<file path="src/rtl/vga_sync_rx.sv">
// VGA sync receiver: measures hSync/vSync timing and recovers pixel/line position and lock status.
// Latency: sync pin falling edge acted on 3 clk later; locked follows the state register.
// Backpressure: none; free-running monitor. Optional error counter: VGA_SYNC_RX_ERRCNT_EN.
module vga_sync_rx #(
  parameter int H_PERIOD_CLKS = 3200,
  parameter int H_TOL         = 2,
  parameter int V_LINES       = 525,
  parameter int CLK_PER_PIX   = 4
) (
  input  logic        clk,
  input  logic        reset,
  input  logic        hSync,
  input  logic        vSync,
  output logic        locked,
  output logic [9:0]  pix_x,
  output logic [9:0]  line_y,
  output logic [11:0] line_period,
  output logic [9:0]  frame_lines,
  output logic        frame_strobe,
  output logic [7:0]  err_count
);

  typedef enum logic [1:0] {SEARCH, ALIGN, CONFIRM, LOCKED} stateT;

  localparam logic [12:0] PER_MAX = 13'(H_PERIOD_CLKS + H_TOL);
  localparam logic [12:0] PER_MIN = 13'(H_PERIOD_CLKS - H_TOL);
  localparam logic [9:0]  LINES_EXP = 10'(V_LINES);

  stateT       state, stateNext;
  logic [2:0]  hPipe, vPipe;   // [0] metastable, [1] synced, [2] previous synced
  logic        hEdge, vEdge;
  logic [11:0] hCnt;
  logic [9:0]  lineCnt;
  logic        badLineSeen;
  logic [12:0] periodMeas;
  logic [11:0] periodClamp;
  logic [11:0] pixFull;
  logic        lineBad;
  logic        frameGood;
  logic        syncLoss;

  assign hEdge = hPipe[2] & ~hPipe[1];
  assign vEdge = vPipe[2] & ~vPipe[1];

  // Synchronize both sync pins and keep the previous synced value for edge detection
  always_ff @(posedge clk) begin
    if (reset) begin
      hPipe <= 3'b000;
      vPipe <= 3'b000;
    end else begin
      hPipe <= {hPipe[1:0], hSync};
      vPipe <= {vPipe[1:0], vSync};
    end
  end

  // Line measurement, line/frame checks and sync-loss detection
  always_comb begin
    periodMeas  = {1'b0, hCnt} + 13'd1;
    periodClamp = periodMeas[12] ? 12'hFFF : periodMeas[11:0];
    lineBad     = hEdge && (state != SEARCH) &&
                  ((periodMeas > PER_MAX) || (periodMeas < PER_MIN));
    // A bad line flagged in the same clk as vSync still belongs to the ending frame
    frameGood   = (lineCnt == LINES_EXP) && !badLineSeen && !lineBad;
    // Fires once, on the clk h_cnt steps onto its saturation value
    syncLoss    = (hCnt == 12'd4094) && !hEdge;
    pixFull     = hCnt / 12'(CLK_PER_PIX);
    pix_x       = (pixFull > 12'd1023) ? 10'd1023 : pixFull[9:0];
  end

  // Lock state machine: next-state selection
  always_comb begin
    stateNext = state;
    if (syncLoss) begin
      stateNext = SEARCH;
    end else begin
      case (state)
        SEARCH:  if (vEdge) stateNext = ALIGN;
        ALIGN:   if (vEdge && frameGood) stateNext = CONFIRM;
        CONFIRM: if (vEdge) stateNext = frameGood ? LOCKED : ALIGN;
        LOCKED:  if (lineBad || (vEdge && !frameGood)) stateNext = ALIGN;
        default: stateNext = SEARCH;
      endcase
    end
  end

  // Lock state register
  always_ff @(posedge clk) begin
    if (reset) state <= SEARCH;
    else       state <= stateNext;
  end

  assign locked = (state == LOCKED);
  assign line_y = lineCnt;

  // Horizontal counter, line counter and captured measurements
  always_ff @(posedge clk) begin
    if (reset) begin
      hCnt         <= 12'd0;
      lineCnt      <= 10'd0;
      badLineSeen  <= 1'b0;
      line_period  <= 12'd0;
      frame_lines  <= 10'd0;
      frame_strobe <= 1'b0;
    end else begin
      frame_strobe <= vEdge;
      if (hEdge) begin
        hCnt        <= 12'd0;
        line_period <= periodClamp;
      end else if (hCnt != 12'hFFF) begin
        hCnt <= hCnt + 12'd1;
      end
      // vSync wins over a coincident hSync edge: the line is not counted
      if (syncLoss || vEdge) begin
        lineCnt <= 10'd0;
      end else if (hEdge && lineCnt != 10'h3FF) begin
        lineCnt <= lineCnt + 10'd1;
      end
      if (vEdge) frame_lines <= lineCnt;
      if (syncLoss || vEdge) badLineSeen <= 1'b0;
      else if (lineBad)      badLineSeen <= 1'b1;
    end
  end

`ifdef VGA_SYNC_RX_ERRCNT_EN
  logic       firstFrame;
  logic       errEvent;
  logic [7:0] errCnt;

  // One error per clk at most; the frame that starts on leaving SEARCH is exempt
  always_comb begin
    errEvent = (state != SEARCH) &&
               (syncLoss || lineBad || (vEdge && !frameGood && !firstFrame));
  end

  // Track the first frame after SEARCH and count timing errors with saturation
  always_ff @(posedge clk) begin
    if (reset) begin
      firstFrame <= 1'b0;
      errCnt     <= 8'd0;
    end else begin
      if (syncLoss)   firstFrame <= 1'b0;
      else if (vEdge) firstFrame <= (state == SEARCH);
      if (errEvent && errCnt != 8'hFF) errCnt <= errCnt + 8'd1;
    end
  end

  assign err_count = errCnt;
`else
  assign err_count = 8'd0;
`endif

endmodule
</file>
<file path="config.mk">
export PLATFORM = sky130hd
export DESIGN_NAME = vga_sync_rx
export DESIGN_NICKNAME = d
export VERILOG_FILES = /design/src/rtl/vga_sync_rx.sv
export SDC_FILE = /design/constraint.sdc
export NUM_CORES = 1
export LEC_CHECK = 0
export BUFFER_PORTS_ARGS = -buffer_cell sky130_fd_sc_hd__buf_2
export CAP_MARGIN = 5
export CORE_ASPECT_RATIO = 2
export CORE_MARGIN = 4
export CORE_UTILIZATION = 35
export CTS_BUF_LIST = sky130_fd_sc_hd__clkbuf_8 sky130_fd_sc_hd__clkbuf_16
export CTS_CLUSTER_DIAMETER = 80
export DETAILED_ROUTE_END_ITERATION = 8
export PLACE_DENSITY = 0.55
export SLEW_MARGIN = 10
export SYNTH_ARGS = -nofsm -noshare
export SYNTH_HDL_FRONTEND = slang
export SYNTH_SLANG_ARGS = --single-unit
</file>
<file path="constraint.sdc">
create_clock -name clk -period 3.24 [get_ports clk]
set_input_delay 0.162 -clock clk [delete_from_list [all_inputs] [get_ports clk]]
set_output_delay 0.162 -clock clk [all_outputs]
set_load 0.01 [all_outputs]
</file>
# == Word level (Yosys, flattened, before mapping) ==
# Cells that the tools add are included.
# classes
bitwise,4
order_cmp,3
n_mux,8
eq_ne,11
n_addsub,3
reduce_logical,21
# op_table
cell,n
adder 12 x 1 -> 13 bit (second input constant),1
> comparator 13 x 12 -> 1 bit (second input constant),1
< comparator 13 x 12 -> 1 bit (second input constant),1
adder 12 x 1 -> 12 bit (second input constant),1
equality test 12 bit (second input constant),1
two-way mux 12 bit,1
!= test 12 bit (second input constant),1
adder 10 x 1 -> 10 bit (second input constant),1
equality test 10 bit (second input constant),1
> comparator 10 bit (second input constant),1
two-way mux 10 bit,1
two-way mux 2 bit,5
!= test 10 bit (second input constant),1
logical AND 1 bit,8
case mux 2 bit (4 select lines),1
!= test 2 bit (second input constant),3
OR reduction 2 bit,3
equality test 2 bit (second input constant),2
logical NOT 1 bit,4
AND reduction 4 bit,1
logical OR 1 bit,3
AND 1 bit,2
equality test 2 x 1 -> 1 bit (second input constant),1
logical NOT 2 bit,1
other kinds (3),4
# totals
elab_cells,59
ff_bits,54
out_inout_bits,52
in_bits,4

# == Depth between registers and ports, before layout ==
# logic_depth
ltp_word,11
depth_mapped,11
ltp_nobuf,9

# == Worst setup path after synthesis ==
# Ideal clock, no wire load.
# synth_timing
path_type,reg2reg
from,register hCnt[0]
to,register state[1]
setup_slack_ps,781
path_stages_with_launch,12
synth_period_minus_slack_ps,2459
setup_ps,74
n_path_buf,2
arrival_time_ps,2385
required_ps,3166
path_cell_list,dfxtp_1 -> ha_1 -> buf_4 -> and3_1 -> buf_6 -> and3_4 -> mux2_1 -> a311oi_1 -> a31o_1 -> or2_4 -> or3b_1 -> a31oi_1
# synth_via
elab_chain_len,11
word_cells_on_any_way,20
classes_between,add/sub (1); order compare (2); eq/ne (3); mux (3); reduce/logical (11)
# synth_lines
element,line_no,text
start: declaration,32,logic [11:0] hCnt;
start signal: assignment,110,hCnt <= hCnt + 12'd1;
adder 12 x 1 -> 13 bit,58,"periodMeas = {1'b0, hCnt} + 13'd1;"
> comparator 13 x 12 -> 1 bit / < comparator 13 x 12 -> 1 bit (equally long branches),61,((periodMeas > PER_MAX) || (periodMeas < PER_MIN));
logical OR 1 bit,61,
logical AND 1 bit,60,lineBad = hEdge && (state != SEARCH) &&
logical NOT 1 bit,63,frameGood = (lineCnt == LINES_EXP) && !badLineSeen && !lineBad;
logical AND 1 bit,63,
logical NOT 1 bit,80,LOCKED: if (lineBad || (vEdge && !frameGood)) stateNext = ALIGN;
logical AND 1 bit,80,
logical OR 1 bit,80,
!= test 2 x 1 -> 1 bit (no line),-,
AND reduction 4 bit (no line),-,
end signal: assignment,89,else state <= stateNext;
end: declaration,29,"stateT state, stateNext;"
# Several ways; a longest one is shown, not always the timed one. The select of a mux whose other input is x is not followed.
# A chain may end at the register's enable or synchronous reset.

# == Worst setup path after layout ==
# Ends and elaborated chain as after synthesis.

==> key figures <==
Outcome
  • Status: complete, no violations

Power and ir drop
  • NetSw: 0.3060 mW
  • Sequential share of power: 0.533
  • Switching part of the total power: 0.2359
  • Clock power share: 0.400
  • Leak: 1.236 nW
  • Comb pwr share: 0.067
  • VDD IR max: 0.0002680 V
  • Int Pwr: 0.9910 mW
  • Power Density: 428.4 nW/um^2

Floorplan
  • # rows: 44
  • Die Y: 131.8 um
  • Core ar.: 7377 sq um
  • Die X: 69.91 um
  • Die footprint: 9214 sq um
  • Initial Util: 0.3636
  • IO Count: 56

Final layout
  • Inserted Diodes: 0
  • Fill cells: 807
  • Layout cells sized above 1: 0.1846
  • Layout Nets: 376
  • Synth-to-Final Area Change: 12.87%

Clock tree
  • H-tree depth: 2
  • CTS Buf Count: 5
  • CTS root buf: clkbuf_16
  • Resized cells post-CTS: 0
  • Clk sink count: 54
  • CTS tree: built
  • CTS clk-pin slew, worst paths: 0.07 ns
  • Clk buf depth: 2
  • Post-CTS Setup Bufs: 0
  • Worst-Skew Late Latency: 0.29 ns
  • Hold_buf cts: 0

STA
  • Min Tclk post-route: 2.793 ns
  • Unrepaired setup endpoints after global routing: no
  • Final period utilization: 0.8621
  • Final-report setup violation count: 0
  • Final hold violation count: 0
  • Relative slew slack: 0.5925
  • Max Clk Rate: 0.3580 GHz
  • Setup Skew: 0.004858 ns
  • Final WS setup: 0.4468 ns
  • Final TNS setup: 0 ns
  • Worst Tran Pin Value: 0.6113 ns
  • Max-slew violations: 0

Routing
  • Vias/cell: 5.237
  • Wire per inst: 15.35 um
  • Via count: 2,383
  • Drt first-iter violations: 119
  • Drt first pass iters: 4
  • Antenna viol nets, final: 0
  • Routed WL: 6984 um
  • Number of remaining DRC errors: 0

Critical path
  • Family with the most delay on the worst path: simple AND/OR/NAND/NOR gates
  • R2r startpoint: hCnt[0]
  • R2r setup slk: 0.45 ns
  • R2R Path End: state[1]
  • Max stage delay cell, worst path: dfxtp_1
  • Worst EP required: 3.46 ns
  • Max incr delay on CP: 0.48 ns
  • R2R depth: 9
  • Cells along the critical path: ha_1 > nand3_1 > a211oi_2 > o32a_2 > nand4_1 > a31o_1 > or2_4 > or3b_1 > a31oi_1
  • CP max FO: 9
  • Startpoint Class: flop
  • CP Class: reg -> reg
  • Worst path bufs/invs: 0
  • Worst EP arrival: 3.02 ns
  • Worst setup EP type: flop

GRT
  • Initial antenna violation count: 0
  • Largest net degree at the start of global routing: 32
  • Most Crowded Layer GR: met2
  • First-pass GRT wire length: 11,590 um
  • Routing usage on met1: 0.1464
  • Grt total ovfl: 0
  • Global routing met3 resource utilization: 0.02901
  • Routing usage on met2: 0.3024
  • Number of global-route vias before repair: 2,290
  • Global Route Usage Sum: 0.1564

Min path
  • Hold Path End: vPipe[0]
  • Hold path cells: 2
  • Hold_sp: vSync
  • Worst Hold Class: in -> reg

Synth
  • Top FF cell, synth: dfxtp_1
  • Synth unique cells: 48
  • Seq cells post-synth: 54
  • Syn Area/Cell: 8.032 sq um
  • Synthesized instance count: 334
  • Sequential fraction of the synthesis area: 0.4030
  • Synthesized cell area: 2683 sq um
  • Ys async rst share: 0
  • EDFF count, synth: 0
  • Syn. warnings: 0

Place
  • Pre-CTS WS: 0.4665 ns
  • GPL Wtd Cong: 0.9075
  • Final HPWL DP: 5358 um
  • Buffers on Ports: 47

Job
  • Maxcap violations: 0
## cells by family after synthesis
| group | share of synthesized area |
|---|---|
| adders and majority gates | 0.04664 |
| muxes | 0.007929 |
| DFF | 0.4030 |
| and+or+nand+nor | 0.2799 |
| buffers and inverters | 0.08162 |
| other | 0.001398 |
| AOI/OAI and AO/OA | 0.1404 |
| xor gates and xnor gates | 0.03918 |
## final cells by class
class                   count  area, sq um  area share
multi-input cells         245         1409      0.4653
flip-flops and latches     54         1081      0.3570
repair buffers             50        257.7     0.08512
clock buffers               5        125.1     0.04132
well taps                  92        115.1     0.03802
inverters                   6        22.52    0.007438
clock inverters             3        17.52    0.005785
## metal layers
metal	up-vias	share of wire
li1	1171	-
met4	0	0.050
met5	-	0
met3	26	0.048
met2	80	0.56
met1	1106	0.34
## flip-flops by register name (all words and copies together) (netlist names)
name / flops
badLineSeen: 1
frame_lines: 10
frame_strobe: 1
hCnt: 12
hPipe: 3
line_period: 12
line_y: 10
state: 2
vPipe: 3
## power by group through the flow
stage                     logic (mW)  registers (mW)  clock network (mW)
after floorplan               0.0719           0.704                   0
after global placement        0.0870           0.706                   0
after detailed placement      0.0877           0.706                   0
after CTS                     0.0880           0.691               0.540
after global routing          0.0997           0.693               0.562
final                         0.0871           0.691               0.519
## worst max path at each step
stage / startpoint / end / slack, ns / depth (start not counted)
after floorplan: hCnt[0] / state[1] / 0.78 / 11
after global placement: hCnt[0] / state[1] / 0.54 / 9
after detailed placement: hCnt[0] / state[1] / 0.47 / 9
after CTS: hCnt[0] / state[1] / 0.45 / 9
after global routing: hCnt[1] / state[0] / 0.21 / 9
final: hCnt[0] / state[1] / 0.45 / 9
## cell usage in the layout, fill, tap and decap left out, types with 8 or more instances in the layout
cell,n
dfxtp_1,54
nor2_1,52
buf_2,47
nand2_1,37
a21oi_1,22
nor2b_1,13
nor3_1,12
ha_1,10
nand2b_1,8
nand3_1,8
nand4_1,8
a211oi_1,8
conb_1,8
## stage by stage
step                power (mW)  utilization  instances  cell area, sq um  hold slack (ns)
floorplan               0.7755            -        341              2709           0.2902
global placement        0.7927       0.3911        447              2885           0.3703
detailed placement      0.7938       0.3911        447              2885           0.3828
CTS                      1.319       0.4104        455              3028          0.07924
global route             1.354       0.4104        455              3028          0.08054
finish                   1.297       0.4104        455              3028          0.08345
## synth_stat cells, drive strengths merged, types with 2 or more instances
master,count,share of area
nand2b,8,0.019
o31ai,3,0.0084
clkbuf,19,0.027
nand2,37,0.052
inv,6,0.0084
or3,3,0.0070
xor2,7,0.023
nor3,12,0.022
a31o,2,0.0065
a311oi,3,0.0098
xnor2,5,0.016
o22ai,3,0.0070
ha,10,0.047
o21ai,5,0.0093
and2,2,0.0047
nor2b,13,0.030
nor2,52,0.073
dfxtp,54,0.40
o211a,2,0.0075
and3,4,0.011
or2,4,0.010
nand4,8,0.019
a21oi,22,0.041
nand3,8,0.015
a211oi,9,0.027
buf,17,0.046
a31oi,3,0.0070
Note: power is estimated with default switching activity, not from simulation.
